--- src/rtl/dcache_miss_handler.sv ---
`default_nettype none
// +----------------------------------------------------------------------------+
// | dcache_miss_handler: dcache miss engine - dirty victim write-back, refill   |
// | Rev 1.0                                                                     |
// +----------------------------------------------------------------------------+
module dcache_miss_handler #(
  parameter int WAY_NUM     = 2,
  parameter int BLOCK_WORDS = 4,
  parameter int TAG_W       = 22
) (
  input  logic               clk,
  input  logic               rst_n,
  input  logic               req_valid_i,
  output logic               req_ready_o,
  input  logic [31:0]        req_paddr_i,
  input  logic [WAY_NUM-1:0] req_way_i,
  input  logic               req_dirty_i,
  input  logic [19:0]        req_vtag_i,
  output logic [31:0]        cache_addr_o,
  output logic [WAY_NUM-1:0] cache_way_o,
  output logic               cache_tag_we_o,
  output logic [TAG_W-1:0]   cache_tag_o,
  output logic [3:0]         cache_strb_o,
  output logic [31:0]        cache_wdata_o,
  input  logic [31:0]        cache_rdata_i,
  output logic               rd_req_valid_o,
  input  logic               rd_req_ready_i,
  output logic [31:0]        rd_addr_o,
  input  logic               rd_data_valid_i,
  input  logic [31:0]        rd_data_i,
  input  logic               rd_last_i,
  output logic               wr_req_valid_o,
  input  logic               wr_req_ready_i,
  output logic [31:0]        wr_addr_o,
  output logic               wr_data_valid_o,
  input  logic               wr_data_ready_i,
  output logic [31:0]        wr_data_o,
  output logic               wr_last_o,
  input  logic               wr_done_i,
  output logic               busy_o,
  output logic               done_o
);

  typedef enum logic [2:0] {
    S_IDLE    = 3'd0,
    S_WB_RD   = 3'd1,
    S_WB_REQ  = 3'd2,
    S_WB_DATA = 3'd3,
    S_WB_RESP = 3'd4,
    S_RF_REQ  = 3'd5,
    S_RF_DATA = 3'd6,
    S_RF_TAG  = 3'd7
  } state_e;

  localparam logic [1:0] LAST_BEAT = 2'(BLOCK_WORDS - 1);
  localparam logic [2:0] RD_CYCLES = 3'(BLOCK_WORDS);

  state_e             state_q, state_d;
  logic [27:0]        line_q, line_d;
  logic [WAY_NUM-1:0] way_q, way_d;
  logic [19:0]        vtag_q, vtag_d;
  logic [1:0]         beat_q, beat_d;
  logic [2:0]         rdcnt_q, rdcnt_d;
  logic [31:0]        wb_buf_q [BLOCK_WORDS];
  logic [31:0]        wb_buf_d [BLOCK_WORDS];

  // Line offset bits are ignored and the refill completes by beat count.
  logic unused_inputs;
  assign unused_inputs = ^{req_paddr_i[3:0], rd_last_i};

  always_ff @(posedge clk) begin
    if (!rst_n) begin
      state_q  <= S_IDLE;
      line_q   <= '0;
      way_q    <= '0;
      vtag_q   <= '0;
      beat_q   <= '0;
      rdcnt_q  <= '0;
      wb_buf_q <= '{default: '0};
    end else begin
      state_q  <= state_d;
      line_q   <= line_d;
      way_q    <= way_d;
      vtag_q   <= vtag_d;
      beat_q   <= beat_d;
      rdcnt_q  <= rdcnt_d;
      wb_buf_q <= wb_buf_d;
    end
  end

  always_comb begin
    state_d         = state_q;
    line_d          = line_q;
    way_d           = way_q;
    vtag_d          = vtag_q;
    beat_d          = beat_q;
    rdcnt_d         = rdcnt_q;
    wb_buf_d        = wb_buf_q;
    req_ready_o     = 1'b0;
    cache_addr_o    = '0;
    cache_way_o     = '0;
    cache_tag_we_o  = 1'b0;
    cache_tag_o     = '0;
    cache_strb_o    = 4'h0;
    cache_wdata_o   = '0;
    rd_req_valid_o  = 1'b0;
    rd_addr_o       = '0;
    wr_req_valid_o  = 1'b0;
    wr_addr_o       = '0;
    wr_data_valid_o = 1'b0;
    wr_data_o       = '0;
    wr_last_o       = 1'b0;
    done_o          = 1'b0;
    busy_o          = (state_q != S_IDLE);

    case (state_q)
      S_IDLE: begin
        req_ready_o = 1'b1;
        if (req_valid_i) begin
          line_d  = req_paddr_i[31:4];
          way_d   = req_way_i;
          vtag_d  = req_vtag_i;
          beat_d  = '0;
          rdcnt_d = '0;
          state_d = req_dirty_i ? S_WB_RD : S_RF_REQ;
        end
      end

      // One extra cycle after the last address collects the final read word.
      S_WB_RD: begin
        if (rdcnt_q < RD_CYCLES) begin
          cache_addr_o = {line_q, rdcnt_q[1:0], 2'b00};
          cache_way_o  = way_q;
        end
        if (rdcnt_q != 3'd0) begin
          wb_buf_d[rdcnt_q[1:0] - 2'd1] = cache_rdata_i;
        end
        if (rdcnt_q == RD_CYCLES) begin
          rdcnt_d = '0;
          state_d = S_WB_REQ;
        end else begin
          rdcnt_d = rdcnt_q + 3'd1;
        end
      end

      S_WB_REQ: begin
        wr_req_valid_o = 1'b1;
        wr_addr_o      = {vtag_q, line_q[7:0], 4'h0};
        if (wr_req_ready_i) begin
          beat_d  = '0;
          state_d = S_WB_DATA;
        end
      end

      S_WB_DATA: begin
        wr_data_valid_o = 1'b1;
        wr_data_o       = wb_buf_q[beat_q];
        wr_last_o       = (beat_q == LAST_BEAT);
        if (wr_data_ready_i) begin
          beat_d = beat_q + 2'd1;
          if (beat_q == LAST_BEAT) begin
            state_d = S_WB_RESP;
          end
        end
      end

      S_WB_RESP: begin
        if (wr_done_i) begin
          state_d = S_RF_REQ;
        end
      end

      S_RF_REQ: begin
        rd_req_valid_o = 1'b1;
        rd_addr_o      = {line_q, 4'h0};
        if (rd_req_ready_i) begin
          beat_d  = '0;
          state_d = S_RF_DATA;
        end
      end

      S_RF_DATA: begin
        if (rd_data_valid_i) begin
          cache_addr_o  = {line_q, beat_q, 2'b00};
          cache_way_o   = way_q;
          cache_strb_o  = 4'hF;
          cache_wdata_o = rd_data_i;
          beat_d        = beat_q + 2'd1;
          if (beat_q == LAST_BEAT) begin
            state_d = S_RF_TAG;
          end
        end
      end

      S_RF_TAG: begin
        cache_addr_o   = {line_q, 4'h0};
        cache_way_o    = way_q;
        cache_tag_we_o = 1'b1;
        cache_tag_o    = TAG_W'({line_q[27:8], 1'b1, 1'b0});
        done_o         = 1'b1;
        state_d        = S_IDLE;
      end

      default: state_d = S_IDLE;
    endcase
  end

endmodule
`default_nettype wire

--- config.mk ---
export PLATFORM = sky130hd
export DESIGN_NAME = dcache_miss_handler
export DESIGN_NICKNAME = d
export VERILOG_FILES = /design/src/rtl/dcache_miss_handler.sv
export SDC_FILE = /design/constraint.sdc
export NUM_CORES = 1
export LEC_CHECK = 0
export BUFFER_PORTS_ARGS = -buffer_cell sky130_fd_sc_hd__buf_2
export CAP_MARGIN = 20
export CORE_MARGIN = 4
export CORE_UTILIZATION = 46
export DETAILED_ROUTE_END_ITERATION = 12
export GPL_TIMING_DRIVEN = 0
export PLACE_DENSITY = 0.77
export SKIP_CTS_REPAIR_TIMING = 1
export SLEW_MARGIN = 20
export SYNTH_ARGS = -nofsm -noshare
export SYNTH_HDL_FRONTEND = slang
export SYNTH_SLANG_ARGS = --single-unit
--- constraint.sdc ---
create_clock -name clk -period 1.8 [get_ports clk]
set_clock_uncertainty 0.1 [all_clocks]
set_input_delay 0.18 -clock clk [delete_from_list [all_inputs] [get_ports clk]]
set_output_delay 0.18 -clock clk [all_outputs]
set_load 0.01 [all_outputs]
# Yosys cells after proc, flatten, opt, wreduce, memory -nomap -nowiden
# Index checks and enable logic that the tools add are counted.
[word_totals]
ff_bits = 186
inputBits = 128
ram_bits = 0
latch_bits = 0
wordCells = 94
mem_count = 0
romBits = 0
output_inout_bits = 196
[classes]
n_lt_le_gt_ge = 4
n_mul = 0
bitwise_logic = 2
eq_ne = 18
n_shift = 0
muxes = 46
addsub = 3
n_div = 0
n_reduce_logical = 11
[ops]
columns = ["operator", "count"]
rows = [
  ["32-bit two-way mux", 10],
  ["128-bit bitwise mux", 1],
  ["32-bit one-hot mux with 3 select lines", 1],
  ["32-bit binary-select mux with 2-bit select", 1],
  ["32-bit demux with 2-bit select", 1],
  ["3-bit two-way mux", 12],
  ["3-bit one-hot mux with 8 select lines", 1],
  ["22-bit two-way mux", 1],
  ["2-bit inequality test (second input constant)", 9],
  ["3-bit == test (second input constant)", 5],
  ["2-bit two-way mux", 7],
  ["2-bit one-hot mux with 5 select lines", 1],
  ["9-bit AND reduction", 1],
  ["4-bit two-way mux", 2],
  ["3-bit by 2-bit == test with 1-bit output (second input constant)", 2],
  ["3-bit greater-or-equal comparator (second input constant)", 2],
  ["1-bit two-way mux", 6],
  ["2-bit NOT with 3-bit output", 2],
  ["2-bit one-hot mux with 3 select lines", 1],
  ["3-bit one-hot mux with 2 select lines", 1],
  ["2-bit AND reduction", 3],
  ["6-bit AND reduction", 1],
  ["3-bit nonzero test", 2],
  ["5-bit nonzero test", 1],
  ["10 further kinds", 10],
]

# Depth between registers and ports, before layout
# Gate-level depths: netlist of run 1.
[logic_depth]
depth_word = 7
ltp_mapped = 8

# Worst setup path after synthesis of run 1
# Ideal clock, no wire load.
[synth_timing]
kind = "flip-flop to output port"
startpoint = "register beat_q[1]"
endpoint = "output port wr_data_o[10]"
path_stages_with_launch = 5
arrival_ns = 1.535
path_slack_ns = -0.015
required_time_ns = 1.520
path_buffers = 2
cell_sequence = "dfxtp_1 -> buf_2 -> buf_2 -> mux4_2 -> and3_1"
[synth_between]
elab_chain_cells = 5
[synth_lines]
columns = ["item", "line_no", "text"]
rows = [
  ["from (decl)", "62", "logic [1:0] beat_q, beat_d;"],
  ["from (signal assigned)", "85", "beat_q <= beat_d;"],
  ["2-bit NOT with 3-bit output (not written as such)", "157", "wr_data_o = wb_buf_q[beat_q];"],
  ["32-bit binary-select mux with 2-bit select", "157", ""],
  ["32-bit two-way mux (not written as such) (2 in a row)", "157", ""],
  ["32-bit two-way mux", "116", "case (state_q)"],
  ["to (decl)", "37", "output logic [31:0] wr_data_o,"],
]
# No other way between the ends. The select of a mux whose other input is x is not followed.

# Final worst setup path of run 1
[layout_timing]
startpoint = "register state_q[0]"
endpoint = "output port cache_addr_o[5]"
[layout_between]
elab_chain_cells = 2
word_cells_on_any_way = 4
[layout_lines]
columns = ["item", "line_no", "text"]
rows = [
  ["from (decl)", "58", "state_e state_q, state_d;"],
  ["from (signal assigned)", "81", "state_q <= state_d;"],
  ["3-bit == test / 3-bit by 1-bit == test with 1-bit output (equally long branches)", "116", ""],
  ["32-bit one-hot mux with 3 select lines *", "116", ""],
  ["to (decl)", "19", "output logic [31:0] cache_addr_o,"],
]
# Mark *: on every way between the ends. The rest lies on a longest branch, timed or not.

==> results of run 1 <==
-- state kept, by name (all words and copies together), names as in the netlist --
signal    flops
wb_buf_q    128
beat_q        2
line_q       28
vtag_q       20
state_q       3
rdcnt_q       3
way_q         2
-- layout by cell type, fill, tap and decap left out, drive strengths merged, types with 2 or more instances in the layout --
master	Yosys	routed
and2	139	139
nor3	3	3
a22o	2	2
clkbuf	63	65
mux4	32	32
bufinv	0	4
a21oi	8	8
o21ai	3	3
a21boi	180	180
o31ai	2	2
nand3	8	8
nor3b	2	2
nand2	363	363
and3	37	37
conb	1	11
o22ai	2	2
nor2	8	8
inv	5	8
o311a	2	2
ha	6	6
nand2b	2	2
or3b	2	2
dlygate4sd3	0	82
dfxtp	186	186
nor2b	2	2
buf	47	398
clkinv	0	4
-- metrics by stage --
step	utilization	setup slack, ps	area [um2]	hold WS (ps)
6_report	0.711	-488	14000	54.3
5_1_grt	0.711	-534	14000	47.4
4_1_cts	0.603	-1200	11900	-122
3_5_place_dp	0.570	-749	11200	326
3_3_place_gp	0.570	-742	11200	323
2_1_floorplan	-	-15.5	9380	215
-- per-layer routing --
metal | vias up | track usage
met2 | 414 | 0.444
met3 | 60 | 0.0512
met5 | - | 0
met4 | 0 | 0.0672
met1 | 4647 | 0.317
li1 | 4548 | -
-- worst max path at each step --
stage / startpoint / slack [ps] / cells after the start / end
5_1_grt: state_q[0] / -530 / 7 / cache_addr_o[5]
6_report: state_q[0] / -490 / 7 / cache_addr_o[5]
2_1_floorplan: beat_q[1] / -20 / 4 / wr_data_o[10]
3_5_place_dp: state_q[2] / -750 / 7 / wr_addr_o[17]
3_3_place_gp: state_q[2] / -740 / 7 / wr_addr_o[17]
4_1_cts: state_q[2] / -1200 / 7 / wr_addr_o[19]
-- power by group through the flow --
stage          Combinational (mW)  Sequential (mW)  Clock, mW
2_1_floorplan               0.771             4.42          0
3_3_place_gp                 1.24             4.47          0
3_5_place_dp                 1.26             4.47          0
4_1_cts                      1.26             4.38       4.14
5_1_grt                      1.88             4.41       4.33
6_report                     1.73             4.39       4.11
-- final cells by class --
cell class	instances	area (um2)
Buffer	108	835
Clock buffer	20	457
Clock inverter	12	184
Fill cell	1408	5700
Inverter	5	21.3
Multi-Input combinational cell	827	5330
Sequential cell	186	3740
Tap cell	265	332
Timing Repair Buffer	417	3120
-- logic make-up after synthesis --
| group | synth area share |
|---|---|
| AOI/OAI and AO/OA | 0.163 |
| adders and majority gates | 0.00803 |
| buffers and inverters | 0.0657 |
| other | 0.000401 |
| and+or+nand+nor | 0.286 |
| xor gates and xnor gates | 0.000937 |
| DFF | 0.398 |
| muxes | 0.0782 |
-- worst min-delay path, delay by kind of cell --
kind | cells | cell delay, ps
AO/OA/AOI/OAI | 2 | 190
buffers and inverters | 1 | 110
AND/OR/NAND/NOR | 1 | 50
==> impl_metrics.ini, run 1 <==
[run_status]
outcome = finished, violations left
failed_checks = negative setup slack

[worst_hold_path]
hold_class = in2reg
min_to = beat_q[1]
holdPathStages = 4
min_from = wr_data_ready_i

[route]
drc = 0
highest_layer = met4
vias = 9669
dr.pass1.iters = 5
wl_per_cell_um = 18.4
wl_met1_um = 13000
wl_met2_um = 17800
drt_iter0_drc = 585
routed_wl_um = 33800
ant_nets = 0
post_drt_via_cell_ratio = 5.25
wl_met3_um = 2240

[yosys]
synth_top_cell_by_area = dfxtp_1
synth_most_common_cell = nand2_1
synth.top_cell.area_share = 0.398
synth_top_flop_cell = dfxtp_1
ys_types = 47
synthCells = 1118
syn_area_um2 = 9350
postSynthAreaPerCell_um2 = 8.36
synth_edf_count = 0
ys_seq_area_frac = 0.398
ys_seq_elements = 186
yosysWarnings = 0
synth_common_cells = nand2_1 (363), dfxtp_1 (186), and2_1 (139), a21boi_1 (128), clkbuf_1 (60)
synth.top_cells.by_area = dfxtp_1 (40%), nand2_1 (15%), a21boi_1 (10%), and2_1 (9.3%), mux4_2 (7.7%)
async_flop_share = 0

[pwr]
pwr-share-seq = 0.429
p_per_area_nw_per_um2 = 730
ir_worst_vdd_mv = 0.615
p_clk_frac = 0.402
comb_power_share = 0.169
switching_share = 0.268
intPower_mw = 7.48
p_leak_nw = 6.09
total_power_mw = 10.2
p_sw_mw = 2.74

[sta]
period_needed_ps = 2290
setup_viol = 284
slew_violations = 0
hold_viol = 0
max_freq_mhz = 437
slew_headroom = 0.590
period_share = 1.27
tightest_slew_ps = 616
tns_ps = -57720
fin_ws_ps = -488
grt_setup_unrepaired = true

[setup_path]
crit_arrival_ps = 2010
cp.buffers_inverters = 4
slowest_delay_ps = 370
setup.worst_path.end_class = output port
r2r_slack_ps = -190
worstPathCellList = or3b_4 > buf_6 > o21ai_4 > buf_12 > buf_4 > and2_1 > buf_2
startpoint_type = flip-flop
ff2ff_path_depth = 6
worstReg2RegEnd = wb_buf_q[24]
r2r_start = state_q[1]
critical-path-top-delay-family = buffers and inverters
critical-path-slowest-cell = or3b_4
critPathKind = reg2out
worstPathMaxFanout = 6
worst_ep_required_time_ps = 1520

[floorplanning]
num_rows = 51
io_pins = 324
die_w_um = 151
core_um2 = 19700
initial_core_util = 0.474
fp.dieH_um = 151
dieArea_um2 = 22700

[global_route]
antenna_found_initial = 0
gr-total-overflow = 0
grt_pass1_wl_um = 45200
grt_pass1_vias = 8611
grt_max_degree = 17
track_usage = 0.253

[clocking]
numClockSinks = 186
cts_buffer_depth = 2
cts_tree = built
cts_root_buf = clkbuf_16
clkSlewWorstSetupHoldPaths_ps = 70
cts_buffers = 17
insertion_delay_ps = 420
ctsHtreeMaxLevel = 4

[flow_run]
cap_violations = 0

[layout]
fin_nets = 1696
area_growth_pct = 49.9
num_antenna_cells = 0
drive_gt1_frac = 0.358
fin_cells = 1840

[placement]
portBuffers = 306
dp_hpwl_um = 21900
gp_congestion = 0.861
dp.cells = 1699
Power figures use the tool's default switching activity.
==> run 2: changes to the inputs <==
- CORE_UTILIZATION: 46 -> 55
- PLACE_DENSITY: 0.77 -> 0.87
- REMOVE_ABC_BUFFERS: default -> 1
- clock period: 1.8 -> 2.75 ns (I/O delays scaled with it)
==> run 2 against run 1 <==
- wire length is 19% lower
- non-clock buffer count is 198 lower
- global-route usage is 2.4 points higher
- count of clock-buffer cells in the layout is 1 lower
- critical endpoint is now cache_addr_o[22]
- highest routed layer is now met5
- sequential cell count stayed put
- critical path type unchanged
- register-to-register slack better by 530 ps
- critical path depth is 1 lower
- the flow finishes with violations (negative hold slack)
- hold slack worse by 66 ps
- via count is 11% lower
- worst setup slack better by 590 ps
- largest power group unchanged
- power is 37% lower
==> impl_metrics.ini, run 2 (same netlist as run 1, synthesis figures left out) <==
[layout]
layout_commonest_cell = nand2_1
largest_register_ffs = 128
fin_util = 0.704
fin_cells = 1599
largest_register = wb_buf_q
final_area_um2 = 11700
drive_gt1_frac = 0.299
fin_nets = 1499
reg_top3 = wb_buf_q: 128 flops, line_q: 28 flops, vtag_q: 20 flops
area_growth_pct = 25.3
mostFrequentLayoutCells = nand2_1 (362), buf_2 (306), dfxtp_1 (181)

[pwr]
p_leak_nw = 5.20
total_power_mw = 6.43
p_per_area_nw_per_um2 = 549
ir_worst_vdd_mv = 0.421

[floorplanning]
dieArea_um2 = 19100
initial_core_util = 0.562
die_w_um = 138
num_rows = 47
fp.dieH_um = 138
io_pins = 324
core_um2 = 16600

[placement]
detailedPlace.worstSlack_ps = 44.8
gp_congestion = 0.834
place_area_um2 = 10900
dp.cells = 1558
portBuffers = 307
dp_hpwl_um = 18600

[clocking]
cts_buffer_depth = 2
ctsHtreeMaxLevel = 4
clkSlewWorstSetupHoldPaths_ps = 60
numClockSinks = 186
cts_tree = built
cts_root_buf = clkbuf_16
insertion_delay_ps = 420
cts_buffers = 17

[route]
drt_iter0_drc = 560
drc = 0
vias = 8592
dr.pass1.iters = 5
post_drt_via_cell_ratio = 5.37
ant_nets = 0
wl_per_cell_um = 17.1
routed_wl_um = 27400

[sta]
hold_ws_ps = -11.8
hold_viol = 16
slew_headroom = 0.380
tightest_slew_ps = 928
max_freq_mhz = 377
slew_violations = 0
grt_setup_unrepaired = false
setup_viol = 0
period_needed_ps = 2650
fin_ws_ps = 98.4
tns_ps = 0
period_share = 0.964

[global_route]
grt_max_degree = 130
grt_pass1_wl_um = 43900
gr-total-overflow = 0
antenna_found_initial = 2
track_usage = 0.277
grt_pass1_vias = 8455

[setup_path]
critical-path-slowest-cell = or3b_4
worst_ep_required_time_ps = 2380
startpoint_type = flip-flop
worstPathMaxFanout = 34
critPathKind = reg2out
crit_arrival_ps = 2280
worstPathCellList = buf_12 > or3b_4 > o21ai_4 > buf_6 > and2_1 > buf_2
setup.worst_path.end_class = output port
slowest_delay_ps = 480
r2r_slack_ps = 340

[run_status]
outcome = finished, violations left
failed_checks = negative hold slack

[worst_hold_path]
hold_class = in2reg

[flow_run]
cap_violations = 0
-- run 2: changes by cell type in the layout (fill, tap and decap cells not counted), moves of 10 or more --
cell	previous run	this run
clkbuf_2	10	0
clkbuf_1	27	0
dlygate4sd3_1	82	7
and3_4	24	0
buf_6	97	3
and2_4	37	0
and2_1	102	138
buf_4	38	1
buf_2	251	306
and3_1	13	33
-- run 2: layer usage --
metal  vias up  GRT usage  routed length [um]
met5         -          0                  12
met3        64     0.0570                1900
li1       4143          -                   -
met1      4051      0.317               10400
met4         2      0.118                 910
met2       332      0.500               14200
-- run 2: where the power goes --
group          switching [mW]  internal (mW)
clock                    1.07           1.67
sequential              0.104           2.79
combinational           0.468          0.324
total                    1.64           4.78
-- run 2: layout make-up --
cell class	instances	area, um2
Multi-Input combinational cell	828	5120
Fill cell	1334	4930
Sequential cell	186	3730
Timing Repair Buffer	327	1900
Clock buffer	19	453
Tap cell	220	275
Clock inverter	13	211
Inverter	5	18.8
Antenna cell	1	2.50
-- run 2: path summary, 6_finish.rpt --
check / start / endpoint / cells after the start
hold reg to reg: way_q[1] / way_q[1] / 2
setup reg to reg: state_q[0] / wb_buf_q[73] / 4
hold / removal: req_paddr_i[31] / line_q[27] / 3
setup / recovery: state_q[1] / cache_addr_o[22] / 6
-- run 2: worst max-delay path: cells and delay by family, from the launching register on --
kind / cells / cell delay (ps)
flip-flops: 1 / 420
AO/OA/AOI/OAI: 1 / 200
AND/OR/NAND/NOR: 2 / 620
buffers and inverters: 3 / 600
